--- config.mk ---
export PLATFORM = sky130hd
export DESIGN_NAME = ps2_key_decoder
export DESIGN_NICKNAME = d
export VERILOG_FILES = /design/src/rtl/ps2_key_decoder.sv
export SDC_FILE = /design/constraint.sdc
export NUM_CORES = 1
export LEC_CHECK = 0
export CELL_PAD_IN_SITES_DETAIL_PLACEMENT = 1
export CELL_PAD_IN_SITES_GLOBAL_PLACEMENT = 2
export CORE_ASPECT_RATIO = 0.8
export CORE_MARGIN = 5
export CORE_UTILIZATION = 39
export CTS_BUF_LIST = sky130_fd_sc_hd__clkbuf_4 sky130_fd_sc_hd__clkbuf_8
export CTS_CLUSTER_SIZE = 14
export DETAILED_ROUTE_END_ITERATION = 10
export HOLD_SLACK_MARGIN = 0.12
export PLACE_DENSITY_LB_ADDON = 0.1
export SETUP_SLACK_MARGIN = 0.1
export SKIP_CTS_REPAIR_TIMING = 1
export SYNTH_ARGS = -nofsm -noshare
export SYNTH_HDL_FRONTEND = slang
export SYNTH_SLANG_ARGS = --single-unit
--- constraint.sdc ---
create_clock -name clk -period 1.9 [get_ports clk]
set_input_delay 0.285 -clock clk [delete_from_list [all_inputs] [get_ports clk]]
set_output_delay 0.285 -clock clk [all_outputs]
set_load 0.02 [all_outputs]
--- src/rtl/ps2_key_decoder.sv ---
// PS/2 keyboard receiver: synchronises PS2C/PS2D, deframes 11-bit frames and
// tracks held direction keys. Optional macro: PS2_PARITY_CHECK_EN (odd-parity check).
module ps2_key_decoder #(
  parameter int TIMEOUT_CYC = 50000,
  parameter int SYNC_STAGES = 2
) (
  input  logic       clk,
  input  logic       rst_n,
  input  logic       PS2C,
  input  logic       PS2D,
  output logic [3:0] btnstate,
  output logic [7:0] scan_code,
  output logic       scan_valid,
  output logic       frame_err
);

  localparam int CNT_W = (TIMEOUT_CYC > 1) ? $clog2(TIMEOUT_CYC) : 1;
  localparam logic [CNT_W-1:0] CNT_LAST = CNT_W'(TIMEOUT_CYC - 1);

  typedef enum logic [1:0] {
    ST_IDLE,
    ST_DATA,
    ST_PARITY,
    ST_STOP
  } rx_state_e;

  logic [SYNC_STAGES-1:0] c_sync_q, c_sync_d;
  logic [SYNC_STAGES-1:0] d_sync_q, d_sync_d;
  logic                   c_prev_q, c_prev_d;
  rx_state_e              state_q, state_d;
  logic [2:0]             bitcnt_q, bitcnt_d;
  logic [7:0]             shift_q, shift_d;
  logic [CNT_W-1:0]       cnt_q, cnt_d;
  logic                   brk_q, brk_d;
  logic                   ext_q, ext_d;
  logic [3:0]             btn_q, btn_d;
  logic [7:0]             code_q, code_d;
  logic                   valid_q, valid_d;
  logic                   err_q, err_d;

  logic fall;
  logic din;
  logic parity_ok;
  logic good_byte;

  assign fall = c_prev_q & ~c_sync_q[SYNC_STAGES-1];
  assign din  = d_sync_q[SYNC_STAGES-1];

`ifdef PS2_PARITY_CHECK_EN
  logic par_q, par_d;
  // Data plus parity must carry an odd number of ones.
  assign parity_ok = ^{shift_q, par_q};
`else
  assign parity_ok = 1'b1;
`endif

  // NOTE: every always_comb output gets a default first, so no path can infer a latch.
  always_comb begin
    c_sync_d  = {c_sync_q[SYNC_STAGES-2:0], PS2C};
    d_sync_d  = {d_sync_q[SYNC_STAGES-2:0], PS2D};
    c_prev_d  = c_sync_q[SYNC_STAGES-1];
    state_d   = state_q;
    bitcnt_d  = bitcnt_q;
    shift_d   = shift_q;
    brk_d     = brk_q;
    ext_d     = ext_q;
    btn_d     = btn_q;
    code_d    = code_q;
    valid_d   = 1'b0;
    err_d     = 1'b0;
    good_byte = 1'b0;
`ifdef PS2_PARITY_CHECK_EN
    par_d     = par_q;
`endif

    if (fall || state_q == ST_IDLE) cnt_d = '0;
    else                            cnt_d = cnt_q + 1'b1;

    case (state_q)
      ST_IDLE: begin
        if (fall && !din) begin
          state_d  = ST_DATA;
          bitcnt_d = '0;
        end
      end
      ST_DATA: begin
        if (fall) begin
          shift_d  = {din, shift_q[7:1]};
          bitcnt_d = bitcnt_q + 3'd1;
          if (bitcnt_q == 3'd7) state_d = ST_PARITY;
        end
      end
      ST_PARITY: begin
        if (fall) begin
`ifdef PS2_PARITY_CHECK_EN
          par_d   = din;
`endif
          state_d = ST_STOP;
        end
      end
      ST_STOP: begin
        if (fall) begin
          state_d = ST_IDLE;
          if (din && parity_ok) good_byte = 1'b1;
          else                  err_d     = 1'b1;
        end
      end
      default: state_d = ST_IDLE;
    endcase

    // A stalled partial frame is dropped quietly; prefix flags survive.
    if (!fall && state_q != ST_IDLE && cnt_q == CNT_LAST) state_d = ST_IDLE;

    if (good_byte) begin
      code_d  = shift_q;
      valid_d = 1'b1;
      if (shift_q == 8'hF0) begin
        brk_d = 1'b1;
      end else if (shift_q == 8'hE0) begin
        ext_d = 1'b1;
      end else begin
        case ({ext_q, shift_q})
          9'h175, 9'h01D: btn_d[0] = ~brk_q;
          9'h172, 9'h01B: btn_d[1] = ~brk_q;
          9'h16B, 9'h01C: btn_d[2] = ~brk_q;
          9'h174, 9'h023: btn_d[3] = ~brk_q;
          default: ;
        endcase
        brk_d = 1'b0;
        ext_d = 1'b0;
      end
    end
  end

  // NOTE: sequential state uses non-blocking assignments only, so every flop
  // samples the pre-edge value of its neighbours.
  always_ff @(posedge clk or negedge rst_n) begin
    if (!rst_n) begin
      // Synchronisers preset to the idle-high bus level so reset release cannot fake a fall.
      c_sync_q <= '1;
      d_sync_q <= '1;
      c_prev_q <= 1'b1;
      state_q  <= ST_IDLE;
      bitcnt_q <= '0;
      shift_q  <= '0;
      cnt_q    <= '0;
      brk_q    <= 1'b0;
      ext_q    <= 1'b0;
      btn_q    <= '0;
      code_q   <= '0;
      valid_q  <= 1'b0;
      err_q    <= 1'b0;
`ifdef PS2_PARITY_CHECK_EN
      par_q    <= 1'b0;
`endif
    end else begin
      c_sync_q <= c_sync_d;
      d_sync_q <= d_sync_d;
      c_prev_q <= c_prev_d;
      state_q  <= state_d;
      bitcnt_q <= bitcnt_d;
      shift_q  <= shift_d;
      cnt_q    <= cnt_d;
      brk_q    <= brk_d;
      ext_q    <= ext_d;
      btn_q    <= btn_d;
      code_q   <= code_d;
      valid_q  <= valid_d;
      err_q    <= err_d;
`ifdef PS2_PARITY_CHECK_EN
      par_q    <= par_d;
`endif
    end
  end

  assign btnstate   = btn_q;
  assign scan_code  = code_q;
  assign scan_valid = valid_q;
  assign frame_err  = err_q;

endmodule

Word-level counts from Yosys, hierarchy flattened
Index checks and enable logic that the tools add are counted.
{ "classes": {"n_addsub": 2, "n_eq_ne": 23, "muxes": 21, "reduce_logical": 22, "bitwise_logic": 5} }
{ "ops": {"columns": ["operator", "n"], "rows": [
  ["$eq 9x9->1 const B", 4],
  ["$eq 9x5->1 const B", 3],
  ["$add 16x1->16 const B", 1],
  ["$eq 16x16->1 const B", 1],
  ["$eq 8x8->1 const B", 2],
  ["$mux 16", 1],
  ["$reduce_and 4->1", 4],
  ["$mux 2", 6],
  ["$ne 3x3->1 const B", 4],
  ["$mux 1", 10],
  ["$eq 9x6->1 const B", 1],
  ["$pmux 2 s4", 1],
  ["$reduce_or 2->1", 4],
  ["$mux 3", 2],
  ["$pmux 3 s2", 1],
  ["$reduce_and 2->1", 3],
  ["$reduce_and 5->1", 1],
  ["$eq 2x2->1 const B", 2],
  ["$ne 2x2->1 const B", 2],
  ["$not 1->1", 4],
  ["$reduce_bool 2->1", 2],
  ["$add 3x1->3 const B", 1],
  ["$eq 3x3->1 const B", 1],
  ["$logic_and 1x1->1", 3],
  ["8 further kinds", 9]
]} }
{ "totals": {"out_inout_bits": 14, "elab_cells": 89, "in_bits": 4, "ff_bits": 50} }

Depth between registers and ports, before layout
Gate-level depths: netlist of run 1.
{ "depth": {"ltp_word": 7, "mapped_depth": 7, "mapped_depth_nobuf": 7} }

Worst setup path after synthesis of run 1
Ideal clock, no wire load.
{ "synth_path": {"path_type": "register to register", "start": "reg shift_q[2]", "end": "reg btn_q[3] (netlist: btnstate[3])", "arrival_time_ps": 1619, "t_required_ps": 1772, "slack_ps": 153, "n_path_buf": 0, "stages_incl_launch_ff": 6, "setup_ps": 128, "period_less_slack_ps": 1747, "cell_sequence": "dfrtp_1 -> or3b_1 -> nor3b_2 -> nand2_1 -> a211oi_2 -> mux2_1"} }
{ "synth_via": {"elab_chain_len": 3, "elab_cells_between_ends": 8, "classes_between": "eq/ne: 4; bitwise: 2; reduce/logical: 2"} }
{ "synth_rtl": {"columns": ["item", "line_no", "source"], "rows": [
  ["start: declaration", "32", "logic [7:0] shift_q, shift_d;"],
  ["start signal: assignment", "162", "shift_q <= shift_d;"],
  ["$eq 9x9->1 (tied with other cells)", "122", "case ({ext_q, shift_q})"],
  ["$reduce_or 2->1 or $not 1->1 (tied branches)", null, null],
  ["$reduce_and 4->1 (no source line) *", null, null],
  ["end signal: assignment", "166", "btn_q <= btn_d;"],
  ["end: declaration", "36", "logic [3:0] btn_q, btn_d;"]
]} }
Mark *: on every way between the ends. The rest lies on a longest branch, timed or not.
A chain may end at the register's enable or synchronous reset.

Final worst setup path of run 1
{ "layout_path": {"start": "reg shift_q[1]", "end": "reg btn_q[2] (netlist: btnstate[2])"} }
{ "layout_via": {"elab_chain_len": 3, "elab_cells_between_ends": 8, "classes_between": "eq/ne: 4; bitwise: 2; reduce/logical: 2"} }
{ "layout_rtl": {"columns": ["item", "line_no"], "rows": [
  ["$eq 9x9->1 (tied with other cells)", "122"],
  ["$reduce_or 2->1 or $not 1->1 (tied branches)", null],
  ["$reduce_and 4->1 (no source line) *", null]
]} }
Marks and branches as above.

==> parameters.txt, run 1 <==
Parameter                              Value

Outcome
  Outcome    completed

Worst setup path
  Crit Reg-Reg Startpoint    shift_q[1]
  R2r endpoint    btnstate[2]
  Kind of capture point of the worst setup path    register
  Register-to-register setup slack    around 0.14 ns
  Critical path startpoint category    register
  CP required    around 2.1 ns
  Critical Setup Path Class    reg2reg
  Top fanout value on the critical path    6
  Data arrival time at the worst-slack endpoint    between 1.5 and 2 ns
  Count of cells along the worst register-to-register path    5

Power and ir drop
  Worst vdd ir    about 0.00046 V
  Power per unit of standard cell area    1150 nW/um2
  Leak pwr    roughly 1.3 nW

Hold path
  Cell depth of the worst hold path    0
  Worst min-delay path category    reg2reg
  Startpoint of the tightest hold check path    c_sync_q[0]
  Hold worst-path end    c_sync_q[1]

Route
  Total length of routed wires    around 5200 um
  DR iter-0 viols    60
  Vias post-DR    about 1700
  Residual DRC count    0
  Final antenna-violating net count    0
  Detail-routed via count per cell    4.96
  First-pass iteration count of the detailed router    4
  Wire length per cell after detailed routing    between 15 and 20 um

Timing
  Final clock skew    slightly below 0.008 ns
  Max-slew violations    0
  Final Hold Fails    0
  Number of setup violations in the final report    0
  Worst slew margin relative to its limit    between 60 and 70%
  Maximum clock frequency    approximately 0.57 GHz
  Share of the cycle needed by the critical path after routing    slightly above 90%
  Sum of negative setup slack    0 ns
  Setup repair after global routing missed its margin    yes
  Time the worst path needs with I/O delays and setup    1.76 ns
  Hold slack    0.364 ns
  Worst slew pin tran    about 0.49 ns

Floorplanning
  Horizontal extent of the die    95.6 um
  Std-Cell Rows    25
  Area of the core    5790 um2
  Area of the die    ~7500 um2
  Die height    78.5 um
  Ports    18
  Initial cell density of the core    between 30% and 40%

Placed design
  Port bufs    17
  Placed Area    around 2600 um2
  RePlAce Congestion    about 0.78
  Placed instance count    323
  Post-detailed-placement half-perimeter wirelength    3790 um

Logic synthesis
  Total nets after synthesis    approximately 230
  Most frequently used cell type in the post-synthesis netlist    sky130_fd_sc_hd__dfrtp_1
  Proportion of netlist area held by the largest area contributor    49.3%
  Count of synthesis-stage warnings from yosys    0
  Largest area contributor in the netlist    sky130_fd_sc_hd__dfrtp_1
  EDFF count, synth    0
  Post-synthesis cell area    around 2300 um2
  Post-Syn Instances    217
  Main flop type after synthesis    sky130_fd_sc_hd__dfrtp_1
  Synth top area cells    sky130_fd_sc_hd__dfrtp_1 (49%), sky130_fd_sc_hd__nand2_1 (6.7%), sky130_fd_sc_hd__dfstp_2 (5.7%), sky130_fd_sc_hd__mux2_2 (5.4%), sky130_fd_sc_hd__ha_1 (4.4%)
  Synth async-reset ratio    100%
  Synthesis-stage register bit count    50
  Share of synthesized area occupied by flip-flops and latches    55.0%
  Commonest cells post-synth    sky130_fd_sc_hd__dfrtp_1 (45), sky130_fd_sc_hd__nand2_1 (41), sky130_fd_sc_hd__nor2_1 (23), sky130_fd_sc_hd__mux2_2 (11), sky130_fd_sc_hd__nand3_1 (9)
  Number of library cell types mapped by synthesis    38
  Post-Syn Area per Cell    between 10 and 15 um2

Finish
  Ant diodes    0
  Area occupied by multi-input gates    between 1000 and 1500 um2
  Filler cell count in the final layout    around 650
  Core occupancy in the finished layout    about half
  Area of all placed cells without fillers    ~2900 um2
  Ratio of cells with drive above 1 in the final layout    between 20% and 30%
  NumNets Final    270
  Final instance count without filler cells    340
  Storage cell area    between 1000 and 1500 um2
  Area added between synthesis and finish    25.6%

Global route
  Vias in the first global route    1812
  Global-route wire length before repair    between 8000 and 9000 um
  Pin count of the biggest net entering global routing    32
  Initial antenna violation count    0
  Total routing resource utilization after global routing    between 10% and 20%
  Final global-route overflow total    0

CTS
  Clock sink count    50
  Clock edge transition at the registers on the reported setup and hold paths    ~0.090 ns
  TritonCTS clock tree    done
  CTS H-tree depth    2
  Num CTS Buffers    5
  Cell at the root of the clock tree    sky130_fd_sc_hd__clkbuf_8
  Maximum clock path buffer count    2
  Skew-Pair Late Insertion Delay    0.30 ns

Flow run
  Max-cap viol count    0
cells in the final DEF (no fill, tap or decap), types with 2 or more instances in the layout:
master | netlist | routed
sky130_fd_sc_hd__o21ai_0 | 7 | 7
sky130_fd_sc_hd__nand3_1 | 9 | 9
sky130_fd_sc_hd__nor3_1 | 6 | 5
sky130_fd_sc_hd__or3_1 | 5 | 4
sky130_fd_sc_hd__nand2b_1 | 2 | 2
sky130_fd_sc_hd__xnor2_1 | 3 | 3
sky130_fd_sc_hd__clkdlybuf4s50_1 | 0 | 16
sky130_fd_sc_hd__dfrtp_2 | 0 | 3
sky130_fd_sc_hd__nor2_1 | 23 | 23
sky130_fd_sc_hd__xor2_1 | 8 | 8
sky130_fd_sc_hd__a32o_1 | 2 | 2
sky130_fd_sc_hd__clkbuf_8 | 0 | 5
sky130_fd_sc_hd__dfrtp_1 | 45 | 42
sky130_fd_sc_hd__nand2_1 | 41 | 41
sky130_fd_sc_hd__mux2_2 | 11 | 11
sky130_fd_sc_hd__a21oi_1 | 5 | 4
sky130_fd_sc_hd__ha_1 | 8 | 7
sky130_fd_sc_hd__buf_4 | 1 | 19
sky130_fd_sc_hd__inv_1 | 7 | 7
sky130_fd_sc_hd__nand4_1 | 5 | 5
sky130_fd_sc_hd__dfstp_2 | 5 | 5
cell families after synthesis:
group | share of synthesized area, %
DFF | 55.0
and+or+nand+nor | 21.3
adders and majority gates | 4.38
AOI/OAI and AO/OA | 6.62
xor gates and xnor gates | 4.21
muxes | 6.35
buffers and inverters | 2.13
worst max-delay path by stage:
stage          slack [ns]       start     endpoint
3_3_place_gp         0.14  shift_q[5]  btnstate[3]
3_5_place_dp         0.06    cnt_q[0]    cnt_q[12]
2_1_floorplan        0.15  shift_q[2]  btnstate[3]
5_1_grt              0.05    cnt_q[0]    cnt_q[12]
6_report             0.14  shift_q[1]  btnstate[2]
4_1_cts              0.05    cnt_q[0]    cnt_q[12]
critical path, cell delays in order (launching register included):
cell and delay [ns]:
sky130_fd_sc_hd__dfrtp_2 0.41, sky130_fd_sc_hd__or3b_4 0.40, sky130_fd_sc_hd__nor3b_2 0.22, sky130_fd_sc_hd__nand4_1 0.13, sky130_fd_sc_hd__a21oi_2 0.16, sky130_fd_sc_hd__mux2_2 0.34
report_power, final:
group / switching, mW / leakage, nW / internal, mW
sequential: 0.208 / 0.657 / 1.28
combinational: 0.578 / 0.570 / 0.494
clock: 0.355 / 0.0585 / 0.395
total: 1.14 / 1.29 / 2.17
registers in the layout, indices dropped and copies added (netlist names):
name and count:
shift_q 8, bitcnt_q 3, scan_valid 1, ext_q 1
scan_code 8, c_sync_q 2, frame_err 1, d_sync_q 2
btnstate 4, state_q 2, brk_q 1, cnt_q 16
c_prev_q 1
cell type report:
class                   instances  share of cell area [%]
clock inverters                 3                    1.53
clock buffers                   5                    2.40
flip-flops and latches         50                    43.9
repair buffers                 38                    11.8
inverters                       8                    1.05
well taps                      81                    3.53
multi-input cells             155                    35.8
metrics by stage:
| step | worst slack (ns) | power (mW) |
|---|---|---|
| final | 0.142 | 3.31 |
| after global routing | 0.0544 | 3.54 |
| after CTS | 0.0526 | 3.28 |
| after detailed placement | 0.0642 | 2.51 |
| after global placement | 0.139 | 2.43 |
| after floorplan | 0.153 | 2.11 |
metal layers:
layer	global-route usage, %	vias to the layer above	share of wire (%)
met1	20.3	844	48
met5	0	-	0
li1	-	819	-
met3	3.16	4	3.0
met2	23.7	21	48
met4	3.84	0	0.63
Power figures use the tool's default switching activity.
==> run 2, diff against run 1 <==
Settings changed: MAX_ROUTING_LAYER set to met4.
==> run 2 against run 1 <==
  * Maximum frequency grew 0.51%
  * First-iteration DRC count grew 18%
  * Largest power group unchanged
  * Power grew 0.17%
  * Sequential share of layout area is the same
  * Critical path type unchanged
==> parameters.txt, run 2 (same netlist as run 1, synthesis figures left out) <==
Parameter                              Value

Outcome
  Outcome    completed

Worst setup path
  Largest stage delay on the critical path    a little over 0.4 ns
  Count of cells along the worst register-to-register path    5
  Largest delay share family, worst path    simple AND/OR/NAND/NOR gates
  Kind of capture point of the worst setup path    register
  Buffering stage count on the worst path with inverters included    0
  Register-to-register setup slack    about 0.15 ns
  Crit Reg-Reg Startpoint    shift_q[1]
  Critical Setup Path Class    reg2reg
  Data arrival time at the worst-slack endpoint    slightly below 2 ns
  Slowest library cell on the worst path    sky130_fd_sc_hd__dfrtp_2
  CP required    approximately 2.1 ns
  CP cell instances    or3b_4, nor3b_2, nand4_1, a21oi_2, mux2_2
  R2r endpoint    btnstate[2]
  Critical path startpoint category    register
  Top fanout value on the critical path    6

Global route
  Final global-route overflow total    0
  Initial antenna violation count    0
  Vias in the first global route    approximately 1800
  Total routing resource utilization after global routing    15.2%
  Pin count of the biggest net entering global routing    32
  Global-route wire length before repair    8730 um

Route
  Vias post-DR    about 1700
  DR iter-0 viols    between 70 and 80
  First-pass iteration count of the detailed router    4
  Total length of routed wires    about 5200 um
  Wire length per cell after detailed routing    ~15 um
  Final antenna-violating net count    0
  Residual DRC count    0
  Detail-routed via count per cell    4.99

Timing
  Maximum clock frequency    around 0.57 GHz
  Number of setup violations in the final report    0
  Time the worst path needs with I/O delays and setup    around 1.7 ns
  Setup repair after global routing missed its margin    yes
  Final clock skew    0.00674 ns
  Max-slew violations    0
  Share of the cycle needed by the critical path after routing    92.0%
  Worst slew pin tran    between 0.4 and 0.5 ns
  Final Hold Fails    0
  Worst slew margin relative to its limit    between 60 and 70%
  Hold slack    0.364 ns
  Sum of negative setup slack    0 ns
  Worst setup slack after layout    roughly 0.15 ns

Power and ir drop
  Power per unit of standard cell area    approximately 1200 nW/um2
  Design Power    approximately 3.3 mW
  Leak pwr    around 1.3 nW
  Worst vdd ir    ~0.00047 V

Finish
  Core occupancy in the finished layout    49.6%
  Register bank with the most flops    cnt_q
  Area of all placed cells without fillers    2870 um2
  Commonest non-fill, non-tap cell in the layout    sky130_fd_sc_hd__dfrtp_1
  Ant diodes    0
  Final instance count without filler cells    340
  Ratio of cells with drive above 1 in the final layout    approximately a quarter
  Filler cell count in the final layout    646
  Top library cells by usage in the layout, fill and taps aside    sky130_fd_sc_hd__dfrtp_1 (42), sky130_fd_sc_hd__nand2_1 (41), sky130_fd_sc_hd__nor2_1 (23), sky130_fd_sc_hd__buf_4 (19), sky130_fd_sc_hd__clkdlybuf4s50_1 (16)
  Area added between synthesis and finish    25.6%
  NumNets Final    270
  Max reg flops    16

CTS
  Maximum clock path buffer count    2
  Num CTS Buffers    5
  TritonCTS clock tree    done
  Clock sink count    50
  Cell at the root of the clock tree    sky130_fd_sc_hd__clkbuf_8
  Clock edge transition at the registers on the reported setup and hold paths    ~0.09 ns
  CTS H-tree depth    2
  Skew-Pair Late Insertion Delay    about 0.3 ns

Flow run
  Max-cap viol count    0

Hold path
  Worst min-delay path category    reg2reg
  Startpoint of the tightest hold check path    c_sync_q[0]
  Hold worst-path end    c_sync_q[1]
  Cell depth of the worst hold path    0

Floorplanning
  Ports    18
  Area of the core    ~5800 um2
  Initial cell density of the core    around two fifths
  Area of the die    7500 um2
  Horizontal extent of the die    roughly 96 um
  Die height    around 80 um
  Std-Cell Rows    25

Placed design
  Post-detailed-placement half-perimeter wirelength    roughly 3800 um
  RePlAce Congestion    between 0.7 and 0.8
  Placed instance count    between 300 and 400
  Placed Area    around 2600 um2
  Port bufs    17
  Place WS    0.0642 ns
run 2: worst max-delay path by stage:
stage                           from          end  slack, ns  cells after the start
after floorplan           shift_q[2]  btnstate[3]       0.15                      5
after CTS                   cnt_q[0]    cnt_q[12]       0.05                      5
after detailed placement    cnt_q[0]    cnt_q[12]       0.06                      5
after global placement    shift_q[5]  btnstate[3]       0.14                      5
after global routing        cnt_q[0]    cnt_q[12]       0.05                      5
final                     shift_q[1]  btnstate[2]       0.15                      5
run 2: per-layer routing:
layer	global-route usage [%]	wire length, um
met1	20.2	2560
met2	23.7	2510
met3	3.16	150
met4	3.84	35
met5	-	0
run 2: power breakdown:
group | switching, mW | total (mW) | internal [mW]
Sequential | 0.209 | 1.49 | 1.28
Combinational | 0.580 | 1.07 | 0.494
Clock | 0.357 | 0.752 | 0.395
run 2: layout make-up:
type	instances	area [um2]	area share, %
Tap cell	81	101	3.53
Clock inverter	3	43.8	1.53
Multi-Input combinational cell	155	1030	35.8
Clock buffer	5	68.8	2.40
Timing Repair Buffer	38	338	11.8
Inverter	8	30.0	1.05
Sequential cell	50	1260	43.9
